### src/rtl/pipe_skid_reg_if.sv
// Handshake bundle for pipe_skid_reg: upstream valid/ready/data, downstream valid/ready/data,
// plus flush and occupancy. The slave modport is the buffer's own view.
interface pipe_skid_reg_if #(
    parameter int WIDTH = 64
);
    logic             in_valid;
    logic             in_ready;
    logic [WIDTH-1:0] in_data;
    logic             out_valid;
    logic             out_ready;
    logic [WIDTH-1:0] out_data;
    logic             flush;
    logic [1:0]       count;

    modport master (
        output in_valid, in_data, out_ready, flush,
        input  in_ready, out_valid, out_data, count
    );

    modport slave (
        input  in_valid, in_data, out_ready, flush,
        output in_ready, out_valid, out_data, count
    );
endinterface

### src/rtl/pipe_skid_reg.sv
// Two-entry skid buffer: main drives out_data, skid catches the word accepted while
// downstream stalls. Ready/valid are decoded from registered state only.
//
// state | meaning
// EMPTY | nothing held, count 0
// ONE   | main valid, count 1
// FULL  | main and skid valid, count 2, in_ready low
module pipe_skid_reg #(
    parameter int WIDTH = 64
) (
    input logic             clk,
    input logic             reset,
    pipe_skid_reg_if.slave  bus
);
    typedef enum logic [1:0] {
        EMPTY = 2'd0,
        ONE   = 2'd1,
        FULL  = 2'd2
    } state_t;

    state_t           state_q, state_d;
    logic [WIDTH-1:0] main_q, main_d;
    logic [WIDTH-1:0] skid_q, skid_d;
    logic             accept, consume;

    always_ff @(posedge clk or posedge reset) begin
        if (reset) begin
            state_q <= EMPTY;
            main_q  <= '0;
            skid_q  <= '0;
        end else begin
            state_q <= state_d;
            main_q  <= main_d;
            skid_q  <= skid_d;
        end
    end

    always_comb begin
        accept  = bus.in_valid & (state_q != FULL);
        consume = bus.out_ready & (state_q != EMPTY);
        state_d = state_q;
        main_d  = main_q;
        skid_d  = skid_q;
        case (state_q)
            EMPTY: begin
                if (accept) begin
                    state_d = ONE;
                    main_d  = bus.in_data;
                end
            end
            ONE: begin
                if (accept && consume) begin
                    main_d  = bus.in_data;
                end else if (accept) begin
                    state_d = FULL;
                    skid_d  = bus.in_data;
                end else if (consume) begin
                    state_d = EMPTY;
                end
            end
            FULL: begin
                if (consume) begin
                    state_d = ONE;
                    main_d  = skid_q;
                end
            end
            default: state_d = EMPTY;
        endcase
        // flush wins over any handshake at the same edge; held entries are simply abandoned
        if (bus.flush) begin
            state_d = EMPTY;
        end
    end

    always_comb begin
        bus.out_valid = (state_q != EMPTY);
        bus.in_ready  = (state_q != FULL);
        bus.count     = state_q;
        bus.out_data  = main_q;
    end
endmodule

### src/flat_wrapper.sv
// flat-port wrapper written by rule: the top's interface ports become plain ports
module pipe_skid_reg_flat 
#(
    parameter int WIDTH = 64
)
  (clk, reset, bus_in_valid, bus_in_data, bus_out_ready, bus_flush, bus_in_ready, bus_out_valid, bus_out_data, bus_count);
  pipe_skid_reg_if #(.WIDTH(WIDTH)) bus_i ();
  input logic clk;
  input logic reset;
  input wire logic [$bits(bus_i.in_valid)-1:0] bus_in_valid;
  input wire logic [$bits(bus_i.in_data)-1:0] bus_in_data;
  input wire logic [$bits(bus_i.out_ready)-1:0] bus_out_ready;
  input wire logic [$bits(bus_i.flush)-1:0] bus_flush;
  output wire logic [$bits(bus_i.in_ready)-1:0] bus_in_ready;
  output wire logic [$bits(bus_i.out_valid)-1:0] bus_out_valid;
  output wire logic [$bits(bus_i.out_data)-1:0] bus_out_data;
  output wire logic [$bits(bus_i.count)-1:0] bus_count;
  assign bus_i.in_valid = bus_in_valid;
  assign bus_i.in_data = bus_in_data;
  assign bus_i.out_ready = bus_out_ready;
  assign bus_i.flush = bus_flush;
  assign bus_in_ready = bus_i.in_ready;
  assign bus_out_valid = bus_i.out_valid;
  assign bus_out_data = bus_i.out_data;
  assign bus_count = bus_i.count;
  pipe_skid_reg #(.WIDTH(WIDTH)) u_core (.clk(clk), .reset(reset), .bus(bus_i));
endmodule
### config.mk
export PLATFORM = sky130hd
export DESIGN_NAME = pipe_skid_reg_flat
export DESIGN_NICKNAME = d
export VERILOG_FILES = /design/src/rtl/pipe_skid_reg_if.sv /design/src/rtl/pipe_skid_reg.sv /design/src/flat_wrapper.sv
export SDC_FILE = /design/constraint.sdc
export NUM_CORES = 1
export LEC_CHECK = 0
export BUFFER_PORTS_ARGS = -buffer_cell sky130_fd_sc_hd__buf_2
export CORE_ASPECT_RATIO = 2
export CORE_MARGIN = 3
export CORE_UTILIZATION = 40
export DETAILED_ROUTE_END_ITERATION = 10
export GPL_TIMING_DRIVEN = 0
export HOLD_SLACK_MARGIN = 0.1
export PLACE_DENSITY = 0.62
export SYNTH_ARGS = -nofsm -noshare
export SYNTH_HDL_FRONTEND = slang
export SYNTH_SLANG_ARGS = --single-unit
### constraint.sdc
create_clock -name clk -period 6.2 [get_ports clk]
set_input_delay 0.93 -clock clk [delete_from_list [all_inputs] [get_ports clk]]
set_output_delay 0.93 -clock clk [all_outputs]
set_load 0.01 [all_outputs]
==> results by group, run 1 <==
Worst setup path
  – CP Launch Point: u_core.bus.count[0]
  – Worst-path cell chain: nor2b_4 > inv_2 > buf_6 > buf_2
  – Startpoint types: register
  – Capturing point of the worst reg2reg path: u_core.bus.out_data[59]
  – FF-to-FF path depth: 4
  – Required time worst endpoint: 5.27 ns
  – CP max stage cell: dfrtp_1
  – Flop-to-flop setup slack: between 4 and 5 ns
  – Slowest Stage Delay on Critical Path: 0.55 ns
  – Crit. End Element: output pin
  – Crit path kind: register to output pin
  – Reg2reg start: u_core.bus.count[1]
  – WP depth: 4
  – Critical Path AT: between 1.5 and 2 ns
  – Crit path max fanout: 10
  – Top Family by Delay on Critical Path: buffers and inverters
  – Buf+Inv Stages, Crit Path: 3
  – Critical Path End: bus_in_ready

CTS
  – Hold_buf cts: 0
  – Skew-Pair Late Insertion Delay: 0.40 ns
  – Clock transition at the registers of the reported paths: 0.06 ns
  – Maximum clock insertion buffer count: 2
  – Root Buffer: clkbuf_16
  – Post CTS Setup Buffer Count: 0
  – Clock sinks: 130
  – CTS tree: built
  – H-tree depth: 4
  – TritonCTS Buffers: 17
  – Post-CTS Resized: 0

Die
  – Initial Util: 40.99%
  – Die width: 91.76 um
  – Area of the die: around 16000 um2
  – Rows: 62
  – Die extent in y: about 180 um
  – Core area: between 10000 and 15000 um2
  – IO Count: about 140

Job
  – Max-Cap Viols: 0

STA
  – Final-report hold violation count: 0
  – Setup TNS: 0 ns
  – Pins Over Slew Limit: 0
  – Final setup fails: 0
  – Tcrit/Tclk final: 41.49%
  – Max-slew headroom: between 60% and 70%
  – Fmax achieved: 388.8 MHz
  – Period minus WS final: between 2 and 3 ns
  – Setup Skew: 0.009036 ns
  – RSZ-0062 raised after global routing: false
  – Worst Tran Pin Value: a little under 0.6 ns
  – Hold Worst Slack: 0.4872 ns

Hold path
  – HP Class: register to register

Global routing
  – Number of global-route vias before repair: about 3800
  – Largest net degree at the start of global routing: 69
  – First-pass GRT wire length: 19420 um
  – Initial antenna violation count: 0
  – Overflow after GRT: 0
  – GRT Total Usage: between 10% and 20%

Layout
  – Fillers: between 1000 and 1500
  – Final nets: between 500 and 600
  – Proportion of layout cells with a drive suffix above 1: between 70% and 80%
  – Syn-to-layout area delta: 26.27%
  – Design Area, Final: about 7400 um2
  – N_diodes: 0

Logic synthesis
  – FFs w/ async S/R, synth: between 90% and 100%
  – Unique cell type count in the Yosys netlist: 20
  – Sequential share of the synthesized area: between 50% and 60%
  – Synth Cell Area: between 5000 and 6000 um2
  – Syn Area/Cell: ~17 um2
  – Flops & latches, synth: 130
  – Gate Count Post-Synth: 356
  – Yosys warning count: 0
  – Synthesized Nets: about 430
  – Synth Flop Type: dfrtp_1
  – Post-synth EDFFs: 0

Place
  – Detailed Place HPWL: slightly below 9000 um
  – DP Area: 6837 um2
  – PortBufs: about 140
  – GP Congestion: just under 0.7

Routing
  – First-pass DRT Iterations: 4
  – Remaining DRCs: 0
  – DRT Wirelength: 11900 um
  – Via density: ~4.8
  – Drt wl/cell: between 15 and 20 um
  – Via count: 3442
  – Final ANT Viol Nets: 0
  – DRT iter0 DRCs: 77

Power and ir drop
  – Clock share of power: about two fifths
  – Worst VDD drop: about 0.21 mV
  – PD cells: 343.2 nW/um2
  – Flop pwr share: between 40 and 50%
  – Leak: 0.003446 uW
  – Cell-internal power: around 1900 uW
  – Sw Share: between 20% and 30%
  – Net Sw Power: about 650 uW
  – Logic pwr share: 17.0%

Outcome
  – Outcome: completed
-- Yosys cell counts, types with 2 or more instances --
cell type / number / area share (%)
a21oi_1: 2 / 0.17
buf_6: 17 / 3.3
mux2_2: 151 / 29
dfrtp_1: 130 / 55
mux2_4: 38 / 9.7
buf_2: 2 / 0.17
mux2_1: 3 / 0.57
-- cells in the final DEF, fill, tap and decap left out --
cell        Yosys  final
buf_16          0      1
mux2i_1         1      1
clkinv_2        0      2
nand2_1         1      1
nor2_1          1      1
or3b_2          1      1
mux2_1          3      3
mux2_2        151    151
o21ba_2         1      1
dfrtp_1       130    130
clkbuf_8        0      1
clkinv_4        0      2
buf_6          17     17
or2_2           1      1
mux2_4         38     38
o2bb2ai_4       1      1
bufinv_16       0      2
inv_2           1      1
nor2b_2         1      1
clkinvlp_4      0      4
nor3_1          1      1
clkbuf_16       0     17
inv_6           0      5
and3b_1         1      1
nor2b_4         1      1
buf_2           2    138
a21oi_1         2      2
-- layout make-up --
| cell class | count | area, um2 | share of cell area, % |
|---|---|---|---|
| multi-input cells | 205 | 2421 | 32.59 |
| well taps | 192 | 240.2 | 3.234 |
| flip-flops and latches | 130 | 3253 | 43.79 |
| clock inverters | 14 | 152.6 | 2.055 |
| clock buffers | 18 | 439.2 | 5.912 |
| inverters | 2 | 12.51 | 0.1684 |
| repair buffers | 137 | 708.2 | 9.533 |
| plain buffers | 19 | 201.4 | 2.712 |
-- state kept, by name, indices dropped and copies added (netlist names) --
register	flops
u_core.skid_q	64
u_core.bus.out_data	64
u_core.bus.count	2
-- worst reg2reg max path, stage by stage (launching register included) --
cell,delay [ns]
dfrtp_1,0.44
mux2i_1,0.20
o2bb2ai_4,0.47
buf_6,0.24
mux2_2,0.36
-- stage by stage --
step	utilization (%)	cells	power [uW]	setup slack [ns]
after global routing	51.76	717	2682	3.535
after CTS	51.76	717	2591	3.574
final	51.76	717	2549	3.628
after detailed placement	47.64	685	1587	3.737
after global placement	47.41	684	1556	0.3705
after floorplan	-	356	1415	1.801
-- kinds of logic after synthesis --
family / share of synthesized area [%]
and+or+nand+nor: 0.9995
muxes: 39.34
DFF: 55.30
buffers and inverters: 3.552
AOI/OAI and AO/OA: 0.8082
-- routing by layer --
metal	vias to the layer above	share of wire [%]	routed length, um	GRT usage [%]
met5	-	0	0	0
met4	0	1.2	147	5.211
met3	10	4.2	503	3.776
met2	76	58	6943	29.50
met1	1767	36	4306	15.74
li1	1589	-	-	-
-- power groups by stage --
stage	registers (uW)	logic, uW	clock network (uW)
global route	1150	475	1060
finish	1120	434	992
global placement	1130	428	0
CTS	1130	446	1020
detailed placement	1140	445	0
floorplan	1150	265	0
-- how the worst min path moves through the flow --
stage	slack (ns)	end	start	depth (start not counted)
3_3_place_gp	0.47	u_core.bus.out_data[28]	u_core.bus.out_data[28]	1
2_1_floorplan	0.47	u_core.skid_q[16]	u_core.skid_q[16]	1
4_1_cts	0.49	u_core.bus.out_data[27]	u_core.bus.out_data[27]	1
3_5_place_dp	0.47	u_core.bus.out_data[27]	u_core.bus.out_data[27]	1
6_report	0.49	u_core.bus.out_data[27]	u_core.bus.out_data[27]	1
5_1_grt	0.52	u_core.bus.out_data[27]	u_core.bus.out_data[27]	1
Note: power is estimated with default switching activity, not from simulation.
==> run 2, diff against run 1 <==
--- a/config.mk
+++ b/config.mk
@@ -5,6 +5,7 @@
 export SDC_FILE = /design/constraint.sdc
 export NUM_CORES = 1
 export LEC_CHECK = 0
+export ABC_AREA = 1
 export BUFFER_PORTS_ARGS = -buffer_cell sky130_fd_sc_hd__buf_2
 export CORE_ASPECT_RATIO = 2
 export CORE_MARGIN = 3
==> constraint.sdc (replaced) <==
create_clock -name clk -period 2.5 [get_ports clk]
set_input_delay 0.375 -clock clk [delete_from_list [all_inputs] [get_ports clk]]
set_output_delay 0.375 -clock clk [all_outputs]
set_load 0.01 [all_outputs]
==> results by group, run 2 <==
Global routing
  – Initial antenna violation count: 0 (unchanged)
  – GRT Total Usage: 20.86% (+5.6 points)
  – Largest net degree at the start of global routing: 38 (-45%)
  – First-pass GRT wire length: 27500 um (+42%)
  – Overflow after GRT: 0 (unchanged)
  – Number of global-route vias before repair: 5482 (+43%)

Place
  – PortBufs: 136 (unchanged)
  – GP Congestion: 0.7806 (+12%)
  – Pre-CTS setup slack: 0.8041 ns (-2.933 ns)
  – Detailed Place HPWL: 12100 um (+38%)
  – Placed insts: 1126 (+64%)

Logic synthesis
  – Synth Flop Type: dfrtp_1
  – Sequential share of the synthesized area: 53.51% (-1.8 points)
  – Top cell type's share of synthesized area: 53.51% (-1.8 points)
  – Most frequent cells after synthesis: nand2_1, nand3_1, dfrtp_1, inv_1, o21ai_0
  – Synthesized Nets: 861 (+100%)
  – Flops & latches, synth: 130 (unchanged)
  – Gate Count Post-Synth: 792 (+120%)
  – FFs w/ async S/R, synth: 100.0% (unchanged)
  – Count leader, synth: nand2_1
  – Yosys warning count: 0 (unchanged)
  – Yosys top cell by area: dfrtp_1
  – Unique cell type count in the Yosys netlist: 15 (-25%)
  – Syn Area/Cell: 7.676 um2 (-54%)
  – Synth Cell Area: 6080 um2 (+3.3%)
  – Synth area leaders: dfrtp_1, nand2_1, nand3_1, o21ai_0, inv_1
  – Post-synth EDFFs: 0 (unchanged)

Routing
  – DRT Wirelength: 16710 um (+40%)
  – Via density: 4.713 (-1.8%)
  – Drt wl/cell: 14.44 um (-13%)
  – Remaining DRCs: 0 (unchanged)
  – Final ANT Viol Nets: 0 (unchanged)
  – DRT iter0 DRCs: 252 (+230%)
  – Via count: 5453 (+58%)
  – First-pass DRT Iterations: 5 (+1)

Worst setup path
  – Crit path max fanout: 10 (unchanged)
  – Startpoint types: register
  – Crit path kind: register to output pin
  – CP max stage cell: dfrtp_1
  – Buf+Inv Stages, Crit Path: 3 (unchanged)
  – Capturing point of the worst reg2reg path: u_core.bus.out_data[52]
  – FF-to-FF path depth: 6 (+2)
  – Slowest Stage Delay on Critical Path: 0.48 ns (-0.07 ns)
  – Worst-path cell chain: inv_2 > nand2_1 > buf_2 > buf_2
  – Most used cell, CP: buf_2
  – Reg2reg start: u_core.bus.count[1]
  – Critical Path AT: 1.53 ns (-0.11 ns)
  – Required time worst endpoint: 2.12 ns (-3.15 ns)
  – Crit. End Element: output pin
  – Flop-to-flop setup slack: 0.88 ns (-3.50 ns)
  – Top Family by Delay on Critical Path: buffers and inverters

Hold path
  – HP Class: input port to register
  – Hold Path End: u_core.skid_q[49]
  – Hold-critical path depth: 3 (+2)
  – Worst Hold Launch: bus_in_data[49]

Die
  – Die extent in y: 180.4 um (+1.6%)
  – IO Count: 137 (unchanged)
  – Area of the die: 16800 um2 (+3.2%)
  – Core area: 14900 um2 (+3.8%)
  – Rows: 63 (+1.6%)
  – Initial Util: 40.81% (-0.19 points)
  – Die width: 93.18 um (+1.5%)

STA
  – Max-slew headroom: 59.71% (-0.80 points)
  – Setup ws final: 0.5965 ns (-3.031 ns)
  – Final-report hold violation count: 0 (unchanged)
  – Pins Over Slew Limit: 0 (unchanged)
  – Setup TNS: 0 ns (unchanged)
  – Final setup fails: 0 (unchanged)
  – Worst Tran Pin Value: 0.6031 ns (+0.01066 ns)
  – Period minus WS final: approximately 1.9 ns
  – Setup Skew: 0.007211 ns (-0.001824 ns)
  – Fmax achieved: around 530 MHz
  – Tcrit/Tclk final: between 70 and 80%
  – RSZ-0062 raised after global routing: false

Layout
  – Most frequent cells in the layout: nand2_1, buf_2, nand3_1
  – Final nets: 1020 (+76%)
  – Commonest non-fill, non-tap cell in the layout: nand2_1
  – Proportion of layout cells with a drive suffix above 1: 22.35% (-51 points)
  – Final std cells w/o fill: 1157 (+61%)
  – N_diodes: 0 (unchanged)
  – Syn-to-layout area delta: 27.04%

CTS
  – H-tree depth: 4 (unchanged)
  – Skew-Pair Late Insertion Delay: 0.41 ns (about the same)
  – CTS tree: built
  – TritonCTS Buffers: 17 (unchanged)
  – Clock transition at the registers of the reported paths: 0.06 ns (about the same)
  – Post CTS Setup Buffer Count: 0 (unchanged)
  – Root Buffer: clkbuf_16
  – Clock sinks: 130 (unchanged)
  – Maximum clock insertion buffer count: 2 (unchanged)

Job
  – Max-Cap Viols: 0 (unchanged)

Power and ir drop
  – Leak: 0.004435 uW (+29%)
  – Pwr Total: 7019 uW (+180%)
  – Worst VDD drop: 0.4836 mV (+130%)
  – PD cells: 908.7 nW/um2 (+160%)

Outcome
  – Outcome: completed
-- run 2: cell types whose count changed after synthesis, moves of 17 or more --
| cell | delta |
|---|---|
| nand2_1 | +325 |
| nand3_1 | +134 |
| mux2_4 | -38 |
| buf_6 | -17 |
| buf_2 | +29 |
| mux2_2 | -151 |
| inv_1 | +68 |
| o21ai_0 | +66 |
-- run 2: layout make-up --
type,count,area [um2]
Clock buffer,18,439.2
Inverter,70,266.5
Clock inverter,12,206.4
Timing Repair Buffer,140,750.7
Tap cell,195,244.0
Multi-Input combinational cell,536,2273
Fill cell,1549,7174
Sequential cell,130,3253
Buffer,56,290.3
-- run 2: through the flow --
stage | area [um2] | hold WS [ns] | util (%)
floorplan | 6083 | 0.4537 | -
finish | 7724 | 0.2158 | 51.84
global placement | 7008 | 0.4665 | 47.04
CTS | 7724 | 0.2061 | 51.84
detailed placement | 7068 | 0.4742 | 47.44
global route | 7724 | 0.2077 | 51.84
-- run 2: layer usage --
metal | vias up | track usage (%) | wire, um
li1 | 2797 | - | -
met1 | 2514 | 23.51 | 6718
met2 | 118 | 38.31 | 9059
met3 | 24 | 4.597 | 663
met4 | 0 | 6.459 | 268
met5 | - | 0 | 0
-- run 2: worst register-to-register path, stage by stage, from the launching register on --
cell and delay [ns]:
dfrtp_1 0.41, buf_2 0.21, nand3_1 0.13, buf_2 0.32, buf_2 0.31, nand3_1 0.12, nand2_1 0.07
-- run 2: cells by family (layout without fill, tap and decap cells) --
family          count (synthesis)  count (layout)  share of synthesized area, %
buf+inv                       126             296                         9.097
simple gates                  468             468                         31.73
flops                         130             130                         53.51
compound gates                 68              68                         5.660
-- run 2: report_power, final --
| group | switching, uW | internal (uW) | total (uW) |
|---|---|---|---|
| Clock | 948 | 1790 | 2740 |
| Combinational | 785 | 533 | 1320 |
| Sequential | 302 | 2660 | 2960 |
-- run 2: what timing repair did --
item	in CTS	in global routing
hold buffers	1	0
hold endpoints to repair	23	0
gates resized for setup	0	0
-- run 2: worst max path at each step --
stage / from / to / slack [ns] / cells after the start
global route: u_core.bus.count[0] / bus_in_ready / 0.51 / 4
detailed placement: bus_in_valid / u_core.skid_q[62] / 0.80 / 7
finish: u_core.bus.count[0] / bus_in_ready / 0.60 / 4
floorplan: reset / u_core.bus.count[0] / 0.52 / 1
CTS: u_core.bus.count[0] / bus_in_ready / 0.58 / 4
global placement: reset / u_core.bus.out_data[43] / -0.45 / 2
